--- src/rtl/cia_timer_ctrl.sv ---
// CIA timer control registers (CRA/CRB).
// Holds both control registers and produces each timer's control bundle.
// Also selects the count source, applies one-shot auto-stop and generates
// the LOAD strobe. All architectural state advances only on phi2_dn.
// The CNT synchronizer is the exception and samples on every clk.

package cia;
    typedef struct packed {
        logic start;
        logic count;
        logic force_load;
        logic toggle;
    } tctrl_t;
endpackage

module cia_timer_ctrl #(
    parameter int CNT_SYNC = 2
) (
    input  logic         clk,
    input  logic         res,
    input  logic         phi2_dn,
    input  logic         cra_w,
    input  logic         crb_w,
    input  logic [7:0]   data,
    input  logic         cnt,
    input  logic         ta_ufl,
    input  logic         tb_ufl,
    output logic [7:0]   cra,
    output logic [7:0]   crb,
    output cia::tctrl_t  ctrl_a,
    output cia::tctrl_t  ctrl_b,
    output logic         pbon_a,
    output logic         pbon_b,
    output logic         spmode,
    output logic         todin,
    output logic         alarm
);

    logic [CNT_SYNC-1:0] cnt_sync;
    logic                cnt_prev;
    logic                sync;
    logic                cnt_edge;

    logic [7:0] cra_q, crb_q;
    logic       fl_a, fl_b;
    logic       count_a, count_b;

    logic       a_start_nx, b_start_nx;
    logic       a_mode_nx;
    logic [1:0] b_mode_nx;
    logic       a_src, b_src;

    assign sync     = cnt_sync[CNT_SYNC-1];
    assign cnt_edge = sync & ~cnt_prev;

    // CNT pin synchronizer, free-running on clk
    always_ff @(posedge clk) begin
        if (res) begin
            cnt_sync <= '0;
        end else begin
            cnt_sync[0] <= cnt;
            for (int i = 1; i < CNT_SYNC; i++)
                cnt_sync[i] <= cnt_sync[i-1];
        end
    end

    // Post-update START/INMODE and the selected count source for each timer
    always_comb begin
        // A written START overrides a coincident one-shot underflow stop
        a_start_nx = cra_w ? data[0] : (cra_q[0] & ~(ta_ufl & cra_q[3]));
        b_start_nx = crb_w ? data[0] : (crb_q[0] & ~(tb_ufl & crb_q[3]));
        a_mode_nx  = cra_w ? data[5]   : cra_q[5];
        b_mode_nx  = crb_w ? data[6:5] : crb_q[6:5];
        a_src      = a_mode_nx ? cnt_edge : 1'b1;
        case (b_mode_nx)
            2'b00:   b_src = 1'b1;
            2'b01:   b_src = cnt_edge;
            2'b10:   b_src = ta_ufl;
            default: b_src = ta_ufl & sync;
        endcase
    end

    // Control registers, LOAD strobes, count enables and CNT edge history
    always_ff @(posedge clk) begin
        if (res) begin
            cra_q    <= '0;
            crb_q    <= '0;
            fl_a     <= 1'b0;
            fl_b     <= 1'b0;
            count_a  <= 1'b0;
            count_b  <= 1'b0;
            cnt_prev <= 1'b1;  // suppress a false edge right after reset
        end else if (phi2_dn) begin
            if (cra_w) cra_q[7:1] <= {data[7:5], 1'b0, data[3:1]};
            if (crb_w) crb_q[7:1] <= {data[7:5], 1'b0, data[3:1]};
            cra_q[0] <= a_start_nx;
            crb_q[0] <= b_start_nx;
            fl_a     <= cra_w & data[4];
            fl_b     <= crb_w & data[4];
            count_a  <= a_start_nx & a_src;
            count_b  <= b_start_nx & b_src;
            cnt_prev <= sync;
        end
    end

    assign cra    = cra_q;
    assign crb    = crb_q;
    assign ctrl_a = '{start: cra_q[0], count: count_a, force_load: fl_a, toggle: cra_q[2]};
    assign ctrl_b = '{start: crb_q[0], count: count_b, force_load: fl_b, toggle: crb_q[2]};
    assign pbon_a = cra_q[1];
    assign pbon_b = crb_q[1];
    assign spmode = cra_q[6];
    assign todin  = cra_q[7];
    assign alarm  = crb_q[7];

endmodule

--- config.mk ---
export PLATFORM = sky130hd
export DESIGN_NAME = cia_timer_ctrl
export DESIGN_NICKNAME = d
export VERILOG_FILES = /design/src/rtl/cia_timer_ctrl.sv
export SDC_FILE = /design/constraint.sdc
export NUM_CORES = 1
export LEC_CHECK = 0
export ABC_AREA = 1
export CORE_ASPECT_RATIO = 0.6
export CORE_MARGIN = 2
export CORE_UTILIZATION = 40
export CTS_CLUSTER_SIZE = 10
export DETAILED_ROUTE_END_ITERATION = 8
export DONT_BUFFER_PORTS = 1
export GPL_TIMING_DRIVEN = 0
export PLACE_DENSITY = 0.59
export REMOVE_ABC_BUFFERS = 1
export SYNTH_ARGS = -nofsm -noshare
export SYNTH_HDL_FRONTEND = slang
export SYNTH_SLANG_ARGS = --single-unit
--- constraint.sdc ---
create_clock -name clk -period 1 [get_ports clk]
set_input_delay 0.2 -clock clk [delete_from_list [all_inputs] [get_ports clk]]
set_output_delay 0.2 -clock clk [all_outputs]
set_load 0.03 [all_outputs]
==> out/summary.txt <==
Hold Path Depth - 1
H-Tree Depth - 1
CP max-delay cell - dfxtp_4
fin crit share - 108%
top cells by area, synth - dfxtp_1, buf_4, nand2_1, nor2_1, o21ai_1
Final Hold Viols - 1
CTS Root Buffer Type - clkbuf_8
Worst Skew - 0.00140 ns
Post-CTS Setup Repair Bufs - 0
DRT Pass-1 Iters - 3
Post-DP HPWL - 1490 um
Cell Rows - 13
sw power - 0.518 mW
leakage dissipation - 0.428 nW
via count - 737
detailed-route DRC error count - 0
failing checks - hold timing, setup timing
RSZ-0062 raised after global routing - yes
I/O pin count - 45
Post-synth top cells - nand2_1, nor2_1, dfxtp_1
TritonCTS clock tree - done
DIE AREA - 2850 um^2
Int Pwr - 1.22 mW
area leader, netlist - dfxtp_1
Max VDD drop - 0.822 mV
hold slack - -0.000848 ns
fin crit period - 1.08 ns
Syn-to-layout area delta - 1.80%
Top cell by count, worst path - nand2_2
startpoint types - flop
die width - 67.6 um
Reg2Reg Depth - 7
number of synthesized register bits - 21
Syn. warnings - 0
Initial Util - 43.6%
clk buf depth - 2
logic gate share of total power - 8.7%
reg2reg end - crb[0]
Peak Freq - 930 MHz
Cell Area, Synth - 971 um^2
Finish-stage setup viols - 2
initial antenna violation count - 0
status - complete, but fails checks
via count of the first global-routing pass - 627
ys flop type - dfxtp_1
Via density - 4.79
pre-CTS setup slack - -0.403 ns
Clock Latency Late Sink - 0.25 ns
DRT antenna net count - 0
Avg Inst Size Synth - 7.14 um^2
first-pass GRT wire length - 3060 um
GPL Wtd Cong - 0.764
final critical-path setup slack - -0.0756 ns
critical path's largest stage delay - 0.47 ns
Setup crit end kind - flop
Avg WL per Cell - 12.6 um
reg-to-reg setup timing slack - -0.08 ns
share of cells above drive strength 1 - 23.4%
sequential area share after synthesis - 43.3%
Clk pwr share - 30.7%
PortBufs - 0
Worst-path clk slew - 0.07 ns
largest net degree at the start of global routing - 13
Max FO, Critical Path - 4
grt total ovfl - 0
PwrDens - 1750 nW/um^2
Cells after Synth - 136
max-cap violation count - 0
Hold-fix buffers, CTS - 1
Slew Limit Fails - 0
top-area cell type share of the netlist area - 43.3%
Cell variety after synth - 18
# diodes - 0
fin nets - 141
Switching Fraction - 29.9%
Reg power frac - 60.6%
All-Layer GR Usage - 14.7%
layout filler cell count - 223
count leader, synth - nand2_1
critical path required time - 1.20 ns
Sink Count - 21
Final Power - 1.73 mW
core area - 2230 um^2
Hold Crit Endpoint - cra[0]
hold path startpoint - res
crit path kind - reg2reg
total CTS buffers - 3
First DRT Iteration DRCs - 35
EDFF count, synth - 0
asr flop ratio synth - 0%
Die H - 42.2 um
Worst R2R Start - crb[0]
worst endpoint data arrival time - 1.28 ns
overall routed net length - 1940 um
Cell Chain, Critical Path - nand2_2, nor2_1, nand2_1, nand2_2, a21oi_1, or2_1, inv_1
HP Class - in2reg
## power by group through the flow
| stage | Clock, mW | Sequential [mW] | Combinational (mW) |
|---|---|---|---|
| 4_1_cts | 0.566 | 1.06 | 0.149 |
| 3_3_place_gp | 0 | 1.07 | 0.142 |
| 2_1_floorplan | 0 | 1.06 | 0.124 |
| 6_report | 0.532 | 1.05 | 0.151 |
| 5_1_grt | 0.605 | 1.06 | 0.178 |
| 3_5_place_dp | 0 | 1.07 | 0.146 |
## how the worst max path moves through the flow
stage / startpoint / to / slack [ns] / depth (start not counted)
detailed placement: crb[0] / crb[0] / -0.40 / 7
floorplan: crb[0] / crb[0] / -0.34 / 7
finish: crb[0] / crb[0] / -0.08 / 7
global placement: crb[0] / crb[0] / -0.41 / 7
CTS: crb[0] / crb[0] / -0.09 / 7
global route: crb[0] / crb[0] / -0.13 / 7
## what timing repair did
item,CTS,global route
endpoints found under the setup margin,28,18
hold endpoints to repair,7,6
gates resized for setup,17,10
pin swaps,1,0
## area by class of cell
| type | instances | area [um^2] | area share (%) |
|---|---|---|---|
| Clock inverter | 1 | 5.00 | 0.506 |
| Sequential cell | 21 | 462 | 46.7 |
| Multi-Input combinational cell | 86 | 382 | 38.6 |
| Clock buffer | 3 | 41.3 | 4.18 |
| Timing Repair Buffer | 1 | 10.0 | 1.01 |
| Inverter | 12 | 51.3 | 5.19 |
| Tap cell | 30 | 37.5 | 3.80 |
## cells by family after synthesis
kind of cell / synth area share (%)
simple gates: 25.0
flops: 43.3
compound gates: 12.6
buf+inv: 18.7
other cells: 0.386
## layout by cell type (no fill, tap or decap)
| master | instances |
|---|---|
| dlygate4sd3_1 | 1 |
| dfxtp_1 | 6 |
| a21oi_1 | 9 |
| clkinv_2 | 2 |
| o211ai_1 | 1 |
| conb_1 | 2 |
| o21ai_2 | 1 |
| inv_1 | 8 |
| dfxtp_4 | 9 |
| or2_1 | 1 |
| nor2_1 | 23 |
| clkbuf_8 | 3 |
| nand3_1 | 2 |
| nand2_4 | 1 |
| o21ai_0 | 4 |
| nand2_1 | 29 |
| clkinv_4 | 1 |
| o21ai_1 | 9 |
| inv_2 | 2 |
| dfxtp_2 | 6 |
| nand2_2 | 4 |
## worst max-delay path, delay by kind of cell (launching register included)
family                 cells  cell delay (ns)
flip-flops                 1             0.47
AND/OR/NAND/NOR            5             0.46
buffers and inverters      1             0.05
AO/OA/AOI/OAI              1             0.04
## flip-flops by register name, summed over array words and instances (netlist names)
register and flops:
count_a 1, cnt_sync 2, fl_b 1, cnt_prev 1
count_b 1, cra 7, crb 7, fl_a 1
## metal layers
| layer | global-route usage [%] | vias to the layer above | part of all wire (%) |
|---|---|---|---|
| met1 | 19.5 | 327 | 46 |
| met3 | 8.06 | 2 | 10 |
| met4 | 3.67 | 0 | 0.88 |
| li1 | - | 382 | - |
| met5 | 0 | - | 0 |
| met2 | 20.4 | 26 | 43 |
## through the flow
stage	hold slack [ns]	std cells	utilization, %	TNS [ns]	cell area [um^2]
4_1_cts	-0.0134	154	43.2	-0.149	963
3_5_place_dp	0.273	149	39.6	-1.29	882
6_report	-0.000848	154	44.4	-0.130	988
3_3_place_gp	0.273	149	39.6	-1.25	882
2_1_floorplan	0.269	119	-	-0.982	845
5_1_grt	-0.0186	154	44.4	-0.251	988
No activity file was read; power rests on OpenSTA's default activity.
